$ cat src/rtl/serial_pkg.sv
// ---------------------------------------------------------------------------
// serial_pkg
// Shared definitions for the serial shift engine:
//   state_t  : FSM state encoding (S_IDLE, S_SHIFT, S_DONE)
//   clog2    : ceiling log2, never smaller than 1, for sizing counters
//   eff_len  : maps a requested frame length onto the length actually used
// ---------------------------------------------------------------------------
package serial_pkg;

    typedef enum logic [1:0] {
        S_IDLE  = 2'd0,
        S_SHIFT = 2'd1,
        S_DONE  = 2'd2
    } state_t;

    // Ceiling log2 with a floor of 1 so a counter is never zero bits wide.
    function automatic int clog2(input int value);
        int result;
        result = 0;
        while ((1 << result) < value) begin
            result = result + 1;
        end
        if (result < 1) begin
            result = 1;
        end
        return result;
    endfunction

    // A length of zero, or one longer than the shifter, means a full-width frame.
    function automatic int eff_len(input int len_val, input int width);
        if (len_val == 0 || len_val > width) begin
            return width;
        end
        return len_val;
    endfunction

endpackage

$ cat src/rtl/bit_period_gen.sv
// ---------------------------------------------------------------------------
// bit_period_gen
// Divides CLKB into bit periods of DIV cycles and produces the bit clock.
// Ports:
//   CLKB     in   system clock
//   RSTN     in   asynchronous active-low reset
//   clr      in   holds the divider at phase 0 with sclk low
//   sclk     out  registered bit clock, high for the second half of a bit
//   mid_tick out  last cycle before sclk rises (rx sample point)
//   end_tick out  last cycle of the bit period (commit point)
// ---------------------------------------------------------------------------
module bit_period_gen
    import serial_pkg::*;
#(
    parameter int DIV = 4
) (
    input  logic CLKB,
    input  logic RSTN,
    input  logic clr,
    output logic sclk,
    output logic mid_tick,
    output logic end_tick
);

    localparam int DIV_W = clog2(DIV);

    logic [DIV_W-1:0] div;
    logic [DIV_W-1:0] div_next;

    assign end_tick = (div == DIV_W'(DIV - 1));
    assign mid_tick = (div == DIV_W'(DIV / 2 - 1));
    assign div_next = end_tick ? '0 : div + DIV_W'(1);

    // sclk is derived from the next divider phase so that the registered
    // output lines up with the current phase: high exactly while div >= DIV/2.
    always_ff @(posedge CLKB or negedge RSTN) begin
        if (!RSTN) begin
            div  <= '0;
            sclk <= 1'b0;
        end else if (clr) begin
            div  <= '0;
            sclk <= 1'b0;
        end else begin
            div  <= div_next;
            sclk <= (div_next >= DIV_W'(DIV / 2));
        end
    end

endmodule

$ cat src/rtl/serial_shift_engine.sv
// ---------------------------------------------------------------------------
// serial_shift_engine
// Full-duplex serial transceiver with runtime frame length and selectable
// bit order. A frame of len bits is shifted out on tx while rx is captured;
// at the end a one-cycle done pulse presents the right-justified rx word.
// Ports:
//   CLKB      in   system clock
//   RSTN      in   asynchronous active-low reset
//   trig      in   start request, accepted while ready is high
//   abort     in   synchronous abort back to idle, no done
//   len       in   frame length (0 or > WIDTH means WIDTH)
//   data_in   in   transmit word, bits [len-1:0] are sent
//   rx        in   serial input
//   tx        out  serial output, idles high
//   sclk      out  registered bit clock
//   ready     out  engine can accept trig
//   done      out  one-cycle end-of-frame strobe
//   data_out  out  received word, valid from the done cycle onward
// ---------------------------------------------------------------------------
module serial_shift_engine
    import serial_pkg::*;
#(
    parameter int WIDTH     = 32,
    parameter int LEN_W     = 6,
    parameter int DIV       = 4,
    parameter int MSB_FIRST = 1
) (
    input  logic             CLKB,
    input  logic             RSTN,
    input  logic             trig,
    input  logic             abort,
    input  logic [LEN_W-1:0] len,
    input  logic [WIDTH-1:0] data_in,
    input  logic             rx,
    output logic             tx,
    output logic             sclk,
    output logic             ready,
    output logic             done,
    output logic [WIDTH-1:0] data_out
);

    state_t           state;
    state_t           next_state;

    logic             load;
    logic             commit;
    logic             last_bit;
    logic             clr;
    logic             mid_tick;
    logic             end_tick;
    logic             rx_bit;
    logic             tx_bit;

    logic [WIDTH-1:0] tx_reg;
    logic [WIDTH-1:0] rx_reg;
    logic [WIDTH-1:0] rx_next;
    logic [LEN_W-1:0] len_reg;
    logic [LEN_W-1:0] len_eff;
    logic [LEN_W-1:0] bitcnt;
    logic [LEN_W-1:0] tx_idx;

    assign len_eff  = LEN_W'(eff_len(int'(len), WIDTH));
    assign last_bit = (bitcnt == len_reg - LEN_W'(1));

    // The divider only runs while shifting; abort clears it the same cycle
    // so the engine lands in idle with sclk already low.
    assign clr = (state != S_SHIFT) || abort;

    bit_period_gen #(
        .DIV (DIV)
    ) u_bit_period_gen (
        .CLKB     (CLKB),
        .RSTN     (RSTN),
        .clr      (clr),
        .sclk     (sclk),
        .mid_tick (mid_tick),
        .end_tick (end_tick)
    );

    always_ff @(posedge CLKB or negedge RSTN) begin
        if (!RSTN) begin
            state <= S_IDLE;
        end else begin
            state <= next_state;
        end
    end

    // Abort outranks both the end-of-frame transition and a new trig.
    // DONE accepts trig directly so frames can run back to back.
    always_comb begin
        next_state = state;
        load       = 1'b0;
        commit     = 1'b0;
        case (state)
            S_IDLE: begin
                if (trig && !abort) begin
                    load       = 1'b1;
                    next_state = S_SHIFT;
                end
            end
            S_SHIFT: begin
                if (abort) begin
                    next_state = S_IDLE;
                end else if (end_tick) begin
                    commit = 1'b1;
                    if (last_bit) begin
                        next_state = S_DONE;
                    end
                end
            end
            S_DONE: begin
                if (trig && !abort) begin
                    load       = 1'b1;
                    next_state = S_SHIFT;
                end else begin
                    next_state = S_IDLE;
                end
            end
            default: begin
                next_state = S_IDLE;
            end
        endcase
    end

    // Bit selection is done by comparison rather than a variable part-select
    // so the index width never has to match the word width.
    always_comb begin
        if (MSB_FIRST != 0) begin
            tx_idx = len_reg - LEN_W'(1) - bitcnt;
        end else begin
            tx_idx = bitcnt;
        end
        tx_bit = 1'b0;
        for (int i = 0; i < WIDTH; i++) begin
            if (LEN_W'(i) == tx_idx) begin
                tx_bit = tx_reg[i];
            end
        end
    end

    // MSB-first frames build up by shifting left, so a short frame ends up
    // right-justified without any final realignment. LSB-first frames write
    // each bit straight into its own position.
    always_comb begin
        rx_next = rx_reg;
        if (MSB_FIRST != 0) begin
            rx_next    = rx_reg << 1;
            rx_next[0] = rx_bit;
        end else begin
            for (int i = 0; i < WIDTH; i++) begin
                if (LEN_W'(i) == bitcnt) begin
                    rx_next[i] = rx_bit;
                end
            end
        end
    end

    // Frame datapath. data_out is loaded on the final commit so it is already
    // valid during the done cycle, and is left untouched by an abort.
    always_ff @(posedge CLKB or negedge RSTN) begin
        if (!RSTN) begin
            tx_reg   <= '0;
            rx_reg   <= '0;
            len_reg  <= '0;
            bitcnt   <= '0;
            rx_bit   <= 1'b0;
            data_out <= '0;
        end else begin
            if (load) begin
                tx_reg  <= data_in;
                len_reg <= len_eff;
                rx_reg  <= '0;
                bitcnt  <= '0;
            end else if (commit) begin
                rx_reg <= rx_next;
                bitcnt <= bitcnt + LEN_W'(1);
                if (last_bit) begin
                    data_out <= rx_next;
                end
            end
            if (state == S_SHIFT && mid_tick) begin
                rx_bit <= rx;
            end
        end
    end

    assign tx    = (state == S_SHIFT) ? tx_bit : 1'b1;
    assign ready = (state != S_SHIFT);
    assign done  = (state == S_DONE);

endmodule

$ cat config.mk
export PLATFORM = sky130hd
export DESIGN_NAME = serial_shift_engine
export DESIGN_NICKNAME = d
export VERILOG_FILES = /design/src/rtl/serial_pkg.sv /design/src/rtl/bit_period_gen.sv /design/src/rtl/serial_shift_engine.sv
export SDC_FILE = /design/constraint.sdc
export NUM_CORES = 1
export LEC_CHECK = 0
export BUFFER_PORTS_ARGS = -buffer_cell sky130_fd_sc_hd__buf_4
export CAP_MARGIN = 15
export CORE_ASPECT_RATIO = 1.5
export CORE_MARGIN = 10
export CORE_UTILIZATION = 50
export DETAILED_ROUTE_END_ITERATION = 10
export PLACE_DENSITY = 0.81
export SYNTH_ARGS = -nofsm -noshare
export SYNTH_HDL_FRONTEND = slang
export SYNTH_HIERARCHICAL = 1
export SYNTH_SLANG_ARGS = --single-unit
$ cat constraint.sdc
create_clock -name CLKB -period 7.15 [get_ports CLKB]
set_input_delay 0.3575 -clock CLKB [delete_from_list [all_inputs] [get_ports CLKB]]
set_output_delay 0.3575 -clock CLKB [all_outputs]
set_load 0.01 [all_outputs]
==> implementation parameters <==
Parameter                              Value

Routing
  Number of search-and-repair iterations in the first detailed-routing pass ... 4
  Residual antenna-violating net count after detailed routing ... 0
  Detailed-route wire length per cell ... 15.4 um
  Post-detailed-route via-to-cell ratio ... 5.30
  DRC violations left ... 0
  Drt first-iter violations ... 135
  Aggregate routed wire length ... 10400 um
  DR vias ... 3580

Outcome
  Result of the run ... finished clean

STA
  Worst-margin pin slew ... 1.09 ns
  Fraction of the cycle the final worst path needs ... 52.4%
  Clock skew ... 0.00534 ns
  Setup TNS Final ... 0 ns
  Setup violation total in the final timing report ... 0
  Crit path time final ... 3.74 ns
  Final Hold Vio Count ... 0
  Final slew viol count ... 0
  Maximum clock frequency ... 267 MHz
  Worst max-slew margin expressed relative to the limit ... 27.4%
  Setup repair after global routing missed its margin ... no

Setup path
  Delay of the slowest cell on the worst path ... 0.87 ns
  CP delay by family, top ... adder cells
  Endpoint arrival time on the critical path ... 3.39 ns
  Worst-path cell with the longest stage delay ... fa_1
  Sum of buffers and inverters on the critical path ... 2
  Maximum net fanout on the critical path ... 13
  Required time at the endpoint of the critical path ... 6.79 ns
  Worst-path cell chain ... inv_1 -> ha_1 -> fa_1 -> mux4_2 -> mux2i_1 -> nor2_1 -> a2111oi_0 -> o311ai_1 -> buf_4
  Kind of end point of the critical path ... output pin
  Worst setup slack for register-to-register paths ... 4.22 ns
  Worst setup SP type ... register
  Category of the most critical setup path ... register to output pin

Clock network
  Master cell of the clock root buffer ... clkbuf_16
  Buffers inserted during post-CTS setup optimization ... 0
  Count of cells resized by post-cts repair ... 0
  Maximum root-to-sink buffer count ... 2
  Insertion delay to the later sink of the worst-skew pair ... 0.35 ns
  Clock slew at the register clock pins of the worst setup and hold paths ... 0.07 ns
  Clock tree from TritonCTS ... built
  Clock buffer count from CTS ... 9
  TritonCTS Sinks ... 112
  Cts hold-fix bufs ... 0
  Number of levels in the clock H-tree ... 3

Logic synthesis
  Number of enable-type register cells in the synthesized netlist ... 0
  Proportion of synthesized flip-flops having asynchronous set or reset ... 100%
  Number of storage elements in the synthesis netlist ... 112
  Post-synth design cell area ... 5090 um^2
  Syn nets ... 537
  Sequential cell area fraction in the yosys report ... 55.1%
  Most numerous cell types in the synthesized netlist ... 175 x nand2_1, 112 x dfrtp_1, 34 x nand3_1
  Most frequently used cell type in the post-synthesis netlist ... nand2_1
  Cells taking the most area after synthesis ... dfrtp_1 55%, nand2_1 13%, mux2_4 8.6%
  Largest area contributor in the synthesized netlist ... dfrtp_1
  Mean instance size in the synthesized netlist ... 10.5 um^2
  Dominant synthesized flop cell ... dfrtp_1
  Distinct cell type count after synthesis ... 40
  Synth warn ... 6
  Post-Syn Instances ... 484
  Fraction of post-synthesis cell area in the top cell type by area ... 55.1%

Cells and area
  Number of nets in the finished design ... 606
  Area of the multi-input gates ... 2120 um^2
  Signed area change from the synthesized netlist to the final layout ... 18.5%
  Final instance area ... 6030 um^2
  Count of inserted antenna diode cells ... 0
  FF+latch area ... 2800 um^2
  Count of filler cells inserted in the layout ... 802
  Layout cell share with drive strength beyond 1 ... 26.0%

GRT
  GR Overflow Total ... 0
  Antenna violations before repair ... 0
  Maximum number of pins on one net before global-route repair ... 62
  Global-route wire length before repair ... 17800 um
  Number of global-route vias before repair ... 3793
  Gr usage total ... 15.0%

Flow run
  Max-cap violations ... 0

Die
  Core Region ... 10000 um^2
  Height of the die ... 144 um
  Number of placed I/O pins ... 79
  Die ar. ... 14700 um^2
  Number of placement rows ... 45
  Starting density of the core ... 50.7%
  DIE WIDTH ... 102 um

Placement
  Placer's final routability congestion estimate ... 0.865
  Post-DP Area ... 5740 um^2
  HPWL after detailed placement ... 7560 um
  Port bufs ... 78

Power
  Leak Pwr ... 3.27 nW
  Worst IR drop on VDD ... 0.123 mV
  Ratio of total power to cell area ... 247 nW/um^2

Min path
  HP Class ... input port to asynchronous set/reset pin
[through the flow]
stage          power (mW)  std cells  hold WS [ns]  setup slack [ns]  util [%]
2_1_floorplan       0.928        484        0.0619              4.07         -
3_3_place_gp         1.01        659         0.457              3.84      57.3
4_1_cts              1.51        675         0.104              3.38      60.2
3_5_place_dp         1.02        659         0.463              3.78      57.3
5_1_grt              1.57        675         0.141              3.13      60.2
6_report             1.49        675        0.0830              3.41      60.2
[logic make-up (layout without fill, tap and decap cells)]
family | count (synthesis) | in the layout | synth area share (%)
AND/OR/NAND/NOR | 243 | 243 | 20.5
flip-flops | 112 | 112 | 55.1
multiplexers | 43 | 43 | 12.9
buffers and inverters | 37 | 111 | 3.22
AO/OA/AOI/OAI | 24 | 24 | 3.05
XOR/XNOR | 15 | 15 | 2.58
adder cells (fa/ha/maj) | 10 | 10 | 2.61
[where the power goes]
group	internal [mW]	total, mW	switching, mW
registers	0.677	0.707	0.0304
logic	0.140	0.302	0.162
clock network	0.258	0.482	0.224
[cell type report]
class,count,share of cell area [%]
Tap cell,117,2.43
Inverter,13,0.809
Multi-Input combinational cell,335,35.2
Clock buffer,11,4.19
Sequential cell,112,46.5
Clock inverter,5,0.643
Timing Repair Buffer,82,10.2
[final timing paths]
check	from	to	cells after the start
min in group CLKB	data_in[21]	tx_reg[21]	3
hold reg to reg	tx_reg[14]	tx_reg[14]	2
setup / recovery	len_reg[0]	tx	9
setup reg to reg	len_reg[0]	data_out[17]	8
hold / removal	RSTN	data_out[11]	1
max in group asynchronous	RSTN	tx_reg[31]	2
[per-layer routing]
layer	global-route usage [%]	wire [um]	share of wire, %	vias up
li1	-	-	-	1731
met3	4.32	597	5.7	17
met1	17.9	4370	42	1728
met4	4.92	142	1.4	0
met2	25.1	5300	51	104
met5	0	0	0	-
[cells in the final DEF (no fill, tap or decap), types with 3 or more instances in the layout]
cell type  count
nand2_1      175
buf_4         82
nand3b_1       5
nor3_2         3
xnor2_1       10
inv_1         13
mux2_4        29
nor2b_1        4
dfrtp_1      112
and3_1         3
mux2_2         5
ha_1           9
xor2_1         5
mux2i_1        3
clkbuf_16      9
o21ai_0        7
mux4_2         6
nor2_1         9
a21oi_1        5
nand3_1       34
(Power assumes the default switching activity.)
